`src/rtl/call_dispatcher.sv`:
```
// Single-car floor-call dispatcher: latches floor calls, picks the next target
// on a sweep (elevator) policy and hands it to the car controller with a valid level.
module call_dispatcher #(
   parameter int NFLOOR = 8
) (
   input  logic              clk,
   input  logic              resetn,
   input  logic              enable,
   input  logic [NFLOOR-1:0] call_req,
   input  logic [2:0]        car_location,
   input  logic              car_shut,
   output logic [2:0]        dest,
   output logic              open,
   output logic [NFLOOR-1:0] pending,
   output logic              up,
   output logic [1:0]        state
);

   typedef enum logic [1:0] {
      S_IDLE  = 2'd0,
      S_RUN   = 2'd1,
      S_SERVE = 2'd2,
      S_GAP   = 2'd3
   } state_t;

   state_t            state_q, state_d;
   logic [2:0]        dest_q, dest_d;
   logic              open_q, open_d;
   logic [NFLOOR-1:0] pending_q, pending_d;
   logic              up_q, up_d;

   logic [2:0]        lo_ge_s, hi_le_s, target_s;
   logic              has_ge_s, has_le_s, target_up_s;
   logic [NFLOOR-1:0] dest_mask_s, absorb_mask_s;
   logic              dispatch_s, shut_s;

   // Scan pending calls: lowest floor at/above the car, highest at/below it.
   always_comb begin
      lo_ge_s  = 3'd0;
      hi_le_s  = 3'd0;
      has_ge_s = 1'b0;
      has_le_s = 1'b0;
      for (int i = NFLOOR - 1; i >= 0; i--) begin
         lo_ge_s  = (pending_q[i] && (3'(i) >= car_location)) ? 3'(i) : lo_ge_s;
         has_ge_s = has_ge_s | (pending_q[i] && (3'(i) >= car_location));
      end
      for (int i = 0; i < NFLOOR; i++) begin
         hi_le_s  = (pending_q[i] && (3'(i) <= car_location)) ? 3'(i) : hi_le_s;
         has_le_s = has_le_s | (pending_q[i] && (3'(i) <= car_location));
      end
   end

   // Sweep policy: keep going the current way, reverse only when nothing lies ahead.
   always_comb begin
      target_s    = dest_q;
      target_up_s = up_q;
      if (up_q) begin
         if (has_ge_s) begin
            target_s    = lo_ge_s;
            target_up_s = 1'b1;
         end else begin
            target_s    = hi_le_s;
            target_up_s = 1'b0;
         end
      end else begin
         if (has_le_s) begin
            target_s    = hi_le_s;
            target_up_s = 1'b0;
         end else begin
            target_s    = lo_ge_s;
            target_up_s = 1'b1;
         end
      end
   end

   // One-hot decode of the current destination.
   always_comb begin
      dest_mask_s = {NFLOOR{1'b0}};
      for (int i = 0; i < NFLOOR; i++) begin
         dest_mask_s[i] = (dest_q == 3'(i));
      end
   end

   assign dispatch_s    = (state_q == S_IDLE) && enable && (|pending_q);
   assign shut_s        = (state_q == S_SERVE) && enable && car_shut;
   // Calls for the floor being served are absorbed, not re-latched.
   assign absorb_mask_s = (state_q == S_SERVE) ? dest_mask_s : {NFLOOR{1'b0}};

   // State register.
   always_ff @(posedge clk or negedge resetn) begin
      if (!resetn) begin
         state_q <= S_IDLE;
      end else begin
         state_q <= state_d;
      end
   end

   // Next-state logic.
   always_comb begin
      state_d = state_q;
      case (state_q)
         S_IDLE: begin
            if (dispatch_s) state_d = S_RUN;
            else            state_d = S_IDLE;
         end
         S_RUN: begin
            if (enable && (car_location == dest_q)) state_d = S_SERVE;
            else                                    state_d = S_RUN;
         end
         S_SERVE: begin
            if (shut_s) state_d = S_GAP;
            else        state_d = S_SERVE;
         end
         S_GAP:   state_d = S_IDLE;
         default: state_d = S_IDLE;
      endcase
   end

   // Output/datapath next values.
   always_comb begin
      dest_d    = dest_q;
      open_d    = open_q;
      up_d      = up_q;
      pending_d = pending_q | (call_req & ~absorb_mask_s);
      case (state_q)
         S_IDLE: begin
            if (dispatch_s) begin
               dest_d = target_s;
               open_d = 1'b1;
               up_d   = target_up_s;
            end else begin
               open_d = 1'b0;
            end
         end
         S_RUN: open_d = 1'b1;
         S_SERVE: begin
            if (shut_s) begin
               pending_d = pending_d & ~dest_mask_s;
               open_d    = 1'b0;
            end else begin
               open_d    = 1'b1;
            end
         end
         S_GAP:   open_d = 1'b0;
         default: open_d = 1'b0;
      endcase
   end

   // Datapath registers.
   always_ff @(posedge clk or negedge resetn) begin
      if (!resetn) begin
         dest_q    <= 3'd0;
         open_q    <= 1'b0;
         pending_q <= {NFLOOR{1'b0}};
         up_q      <= 1'b1;
      end else begin
         dest_q    <= dest_d;
         open_q    <= open_d;
         pending_q <= pending_d;
         up_q      <= up_d;
      end
   end

   assign dest    = dest_q;
   assign open    = open_q;
   assign pending = pending_q;
   assign up      = up_q;
   assign state   = state_q;

endmodule

```
`config.mk`:
```
export PLATFORM = sky130hd
export DESIGN_NAME = call_dispatcher
export DESIGN_NICKNAME = d
export VERILOG_FILES = /design/src/rtl/call_dispatcher.sv
export SDC_FILE = /design/constraint.sdc
export NUM_CORES = 1
export LEC_CHECK = 0
export ABC_AREA = 0
export ABC_CLOCK_PERIOD_IN_PS = 2200
export CELL_PAD_IN_SITES_DETAIL_PLACEMENT = 2
export CELL_PAD_IN_SITES_GLOBAL_PLACEMENT = 2
export CORE_UTILIZATION = 28
export CTS_CLUSTER_SIZE = 25
export DETAILED_ROUTE_END_ITERATION = 6
export PLACE_DENSITY_LB_ADDON = 0.1
export SKIP_CTS_REPAIR_TIMING = 1
export SLEW_MARGIN = 20
export SYNTH_ARGS = -nofsm -noshare
export SYNTH_HDL_FRONTEND = slang
export SYNTH_SLANG_ARGS = --single-unit
```
`constraint.sdc`:
```
create_clock -name clk -period 2.2 [get_ports clk]
set_input_delay 0.44 -clock clk [delete_from_list [all_inputs] [get_ports clk]]
set_output_delay 0.44 -clock clk [all_outputs]
set_load 0.01 [all_outputs]
```
==> run_results.csv, run 1 <==
group,metric,value,unit
power,power_density,652.7,nW/µm²
power,pwr-share-seq,39.0,%
drt,ant_nets,0,
critical_path,crit_required,1.76,ns
cts,h-tree-depth,1,
synth,synth_top_area_share,29.69,%
global_routing,track_usage,21.30,%
critical_path,slowest_stage,"clkdlybuf4s50_1",
critical_path,r2r_start,"pending[2]",
final_layout,finalNetCount,203,
synth,yosys.area.top_type,"dfrtp_1",
final_layout,syn2layout_area_growth,43.37,%
critical_path,crit_fanout,11,
synth,yosysWarnings,0,
drt,drc,0,
floorplanning,ios,30,
sta,fmax,523.2,MHz
cts,cts_tree,"done",
worst_hold_path,hp-class,"input port to async pin",
final_layout,final_common_cell,"clkdlybuf4s50_1",
sta,tightest_slew,0.4042,ns
sta,tns,0,ns
cts,clkSinkCount,15,
status,status,"completed",
floorplanning,die_w,66.92,µm
place,port_buffers,29,
place,hpwl,3.406,mm
cts,cts_made_buffers,3,
final_layout,final_area,1692,µm²
critical_path,worstPathBufferInverterCount,1,
sta,slew_headroom,73.05,%
final_layout,fill_cells,474,
drt,wl_per_cell,18.29,µm
synth,syn_nets,158,
place,finalWeightedCongestion,0.8370,
final_layout,drive_gt1_share,17.65,%
synth,ys.flop_type,"dfrtp_1",
sta,finalHoldViolCount,0,
synth,ys_ff_latch,15,
synth,synth_area,1180,µm²
critical_path,path_class,"flop to primary output",
final_layout,final_cell_mix,"clkdlybuf4s50_1, buf_4, o21ai_0",
cts,root_buffer,"clkbuf_8",
drt,drtIter0Drc,38,
sta,drv_slew,0,
final_layout,final-seq-area,376.6,µm²
critical_path,path_delay_family,"buffers and inverters",
critical_path,critPathMaxStageDelay,0.64,ns
final_layout,antenna_cells,0,
floorplanning,start_util,29.29,%
critical_path,reg2reg_depth,6,
synth,yosysSeqAreaShare,31.92,%
power,leakagePower,0.6767,nW
critical_path,cp_cell_sequence,"clkdlybuf4s50_1",
power,p_sw,412.1,µW
synth,synth_edf_count,0,
sta,setup_viol_count_final,0,
drt,firstDrtPassIters,5,
global_routing,grt_pass1_wl,7.093,mm
sta,grt_setup_unrepaired,"false",
drt,via_per_inst,5.430,
place,dpl-instance-area,1632,µm²
critical_path,r2r_end,"dest[2]",
critical_path,crit_arrival,1.47,ns
synth,ys_top_cells_by_area,"dfrtp_1, o21ai_0, nand2_1",
cts,clkSlewWorstSetupHoldPaths,0.06,ns
synth,synthCells,143,
floorplanning,core,4029,µm²
power,comb_power_share,40.2,%
floorplanning,die_h,66.92,µm
global_routing,grt_antenna_before_repair,0,
critical_path,endpoint_kind,"primary output",
sta,finalCritPeriodShare,86.88,%
final_layout,multi_input_area,729.5,µm²
power,ir_drop,0.4118,mV
global_routing,grt_max_degree,16,
sta,finalCriticalPeriod,1.911,ns
critical_path,critPathLaunchType,"flop",
sta,fin_skew,0.001518,ns
power,power.internal,692.0,µW
floorplanning,std_cell_rows,23,
drt,wl,4.335,mm
synth,synthArstFlopShare,100.0,%
floorplanning,die_area,4478,µm²
final_layout,post-route-util,41.99,%
global_routing,grt_pass1_vias,1397,
global_routing,grt-ovfl-total,0,
critical_path,rrSetupSlack,0.31,ns
drt,num_vias,1287,
run,drv_cap,0,
synth,avgSynthCellArea,8.251,µm²
cts,clock_latency,0.25,ns
power,switching_share,37.32,%
synth,synth.distinct_cells,50,
power,pwr-share-clk,20.8,%
cts,clk_path_buf_depth,2,
-- state kept, by name (all words and copies together) (netlist names), named ones only --
name     flops
up           1
pending      8
open         1
dest         3
state        1
-- metal layers --
metal,vias up,global-route usage [%],routed length [µm]
li1,623,-,-
met1,629,28.38,2065
met2,29,35.73,2110
met3,6,2.055,107
met4,0,6.649,51
met5,-,0,0
-- stage by stage --
step | worst slack (ns) | instances | hold WS (ns) | power (mW)
finish | 0.2887 | 237 | 0.5045 | 1.104
CTS | -0.0003448 | 236 | 0.5090 | 1.124
global placement | -0.1642 | 232 | 0.5153 | 0.8669
detailed placement | -0.2621 | 232 | 0.5336 | 0.8844
global route | 0.2098 | 237 | 0.5318 | 1.181
floorplan | 0.3501 | 143 | 0.1444 | 0.6520
-- power by group through the flow --
stage	Combinational, mW	Clock, mW	Sequential (mW)
finish	0.443	0.230	0.431
global placement	0.432	0	0.434
global route	0.486	0.252	0.443
CTS	0.452	0.240	0.432
detailed placement	0.449	0	0.436
floorplan	0.268	0	0.384
-- kinds of logic (layout without fill, tap and decap cells) --
kind of cell | Yosys count | count (layout) | synth area share (%)
xor+xnor | 3 | 3 | 2.227
simple gates | 53 | 53 | 25.03
flops | 15 | 15 | 31.92
buf+inv | 16 | 60 | 6.256
compound gates | 56 | 56 | 34.57
-- worst max-delay path by stage --
stage	cells after the start	endpoint	slack, ns	startpoint
global route	5	dest[0]	0.21	pending[2]
finish	1	dest[0]	0.29	dest[0]
CTS	7	dest[0]	-0.0003	car_location[2]
floorplan	5	state[0]	0.35	pending[7]
detailed placement	7	dest[0]	-0.26	car_location[2]
global placement	7	dest[0]	-0.16	car_location[2]
-- synth_stat cells, types with 2 or more instances --
library cell,instances
o21ai_0,17
o31ai_1,2
buf_2,5
o21ai_1,2
clkbuf_1,4
a21oi_1,7
and3b_1,2
o211ai_1,2
o221ai_1,2
dfrtp_1,14
a31oi_1,3
o32a_1,2
nand2b_1,7
o31a_1,3
and2_1,3
inv_1,5
and3_1,2
nor2b_1,4
nor2_1,4
a2bb2oi_1,2
nand3_1,6
xnor2_1,3
nand2_1,15
-- area by class of cell --
| class | instances | share of cell area, % |
|---|---|---|
| Clock buffer | 4 | 2.663 |
| Inverter | 6 | 1.331 |
| Multi-Input combinational cell | 112 | 43.12 |
| Sequential cell | 15 | 22.26 |
| Tap cell | 50 | 3.698 |
| Timing Repair Buffer | 50 | 26.92 |
Power figures use the tool's default switching activity.
==> inputs of run 2 (changes only) <==
Settings changed: GPL_ROUTABILITY_DRIVEN set to 0, TNS_END_PERCENT set to 1.
==> results of run 2 <==
Same layout as run 1: the final DEF is identical, and so are final timing and power.
==> inputs of run 3 (changes only) <==
Settings changed: CORE_UTILIZATION 28 to 35, DONT_BUFFER_PORTS set to 1, PLACE_DENSITY_LB_ADDON 0.1 to 0.3.
==> run 3 against run 2 <==
Combinational power shrank 41%. Largest power group is now sequential cells. Final cell count shrank 22%. First-iteration DRC count grew 45%. Critical path depth grew 3. Clock skew grew 0.0025 ns. Highest routed layer unchanged. Sequential power grew 6.7%. Hold slack lost 0.24 ns.
==> run_results.csv, run 3 (synthesis results as in run 1) <==
group,metric,value,unit
final_layout,final_area,1250,µm²
floorplanning,die_area,3607,µm²
floorplanning,die_h,60.06,µm
drt,ant_nets,0,
floorplanning,ios,30,
final_layout,final_cell_mix,"o21ai_0, nand2_1, dfrtp_1",
critical_path,crit_arrival,2.16,ns
final_layout,finalNetCount,158,
cts,cts_tree,"done",
power,ir_drop,0.3846,mV
sta,fin_skew,0.004052,ns
drt,drtIter0Drc,55,
critical_path,crit_fanout,10,
cts,h-tree-depth,1,
critical_path,critPathLaunchType,"flop",
final_layout,final_common_cell,"o21ai_0",
final_layout,largest_register_ffs,8,
final_layout,final-seq-area,376.6,µm²
critical_path,slowest_stage,"or4_4",
global_routing,track_usage,24.00,%
place,dp_cells,181,
drt,num_vias,1157,
floorplanning,std_cell_rows,20,
sta,finalHoldViolCount,0,
cts,clk_path_buf_depth,2,
power,total_power,890.0,µW
drt,firstDrtPassIters,4,
final_layout,fin_cells,186,
place,dpl-instance-area,1214,µm²
critical_path,worstPathBufferInverterCount,1,
sta,drv_slew,0,
sta,tns,0,ns
sta,grt_setup_unrepaired,"false",
final_layout,syn2layout_area_growth,5.939,%
place,port_buffers,0,
status,status,"completed",
critical_path,path_class,"flop to flop",
global_routing,grt_max_degree,20,
final_layout,multi_input_area,729.5,µm²
sta,finalCriticalPeriod,1.965,ns
critical_path,endpoint_kind,"flop",
cts,clkSlewWorstSetupHoldPaths,0.09,ns
run,drv_cap,0,
final_layout,post-route-util,39.96,%
floorplanning,core,3128,µm²
final_layout,drive_gt1_share,11.27,%
sta,tightest_slew,0.7362,ns
power,power_density,712.1,nW/µm²
cts,clkSinkCount,15,
drt,via_per_inst,6.220,
critical_path,critPathMaxStageDelay,0.58,ns
global_routing,grt-ovfl-total,0,
floorplanning,start_util,37.72,%
power,leakagePower,0.4477,nW
sta,slew_headroom,50.76,%
cts,cts_made_buffers,3,
drt,drc,0,
global_routing,grt_pass1_vias,1174,
sta,finalCritPeriodShare,89.30,%
cts,clock_latency,0.30,ns
drt,wl_per_cell,20.92,µm
sta,fmax,509.0,MHz
worst_hold_path,hp-class,"input port to flop",
final_layout,antenna_cells,0,
floorplanning,die_w,60.06,µm
final_layout,fill_cells,369,
global_routing,grt_pass1_wl,6.141,mm
drt,wl,3.891,mm
critical_path,cp_cell_sequence,"or4_4 -> o211ai_4 -> inv_2 -> a311o_1",
sta,setup_viol_count_final,0,
cts,root_buffer,"clkbuf_4",
critical_path,crit_required,2.39,ns
critical_path,path_delay_family,"compound AO/OA/AOI/OAI gates",
global_routing,grt_antenna_before_repair,0,
place,hpwl,2.827,mm
run 3: cell count changes in the layout (fill, tap and decap cells not counted):
cell and delta:
clkbuf_4 +3, dlygate4sd3_1 +1, dlymetal6s2s_1 -3, buf_4 -17
clkbuf_8 -3, clkdlybuf4s50_1 -26
run 3: worst reg2reg max path, cell delays in order, from the launching register on:
cell and delay [ns]:
dfrtp_1 0.52, or4_4 0.58, o211ai_4 0.36, inv_2 0.07
a311o_1 0.32
run 3: metrics by stage:
step,hold slack [ns],worst slack [ns]
3_3_place_gp,0.1447,0.3082
6_report,0.2623,0.2355
4_1_cts,-0.1944,0.2345
5_1_grt,0.2721,0.1541
2_1_floorplan,0.1444,0.3501
3_5_place_dp,0.1447,0.2493
run 3: layout make-up:
class,instances,share of cell area [%]
Sequential cell,15,30.13
Multi-Input combinational cell,112,58.36
Clock buffer,4,2.102
Tap cell,44,4.404
Inverter,6,1.802
Timing Repair Buffer,5,3.203
run 3: worst paths after layout:
check | startpoint | end | slack, ns | depth (start not counted)
min | call_req[5] | pending[5] | 0.26 | 2
max in group asynchronous | resetn | dest[2] | 1.11 | 1
max reg2reg | pending[7] | state[0] | 0.24 | 4
max | pending[7] | state[0] | 0.24 | 4
min reg2reg | up | up | 0.56 | 2
min in group asynchronous | resetn | pending[3] | 0.63 | 1
run 3: power breakdown:
part | total, mW | internal [mW] | switching, mW
Clock | 0.170 | 0.0710 | 0.0991
Sequential | 0.460 | 0.323 | 0.137
Combinational | 0.260 | 0.120 | 0.140
run 3: metal layers:
layer / track usage [%] / vias up / share of wire (%)
li1: - / 530 / -
met1: 29.65 / 594 / 45
met2: 40.95 / 28 / 50
met3: 4.329 / 5 / 3.7
met4: 9.635 / 0 / 1.5
met5: 0 / - / 0
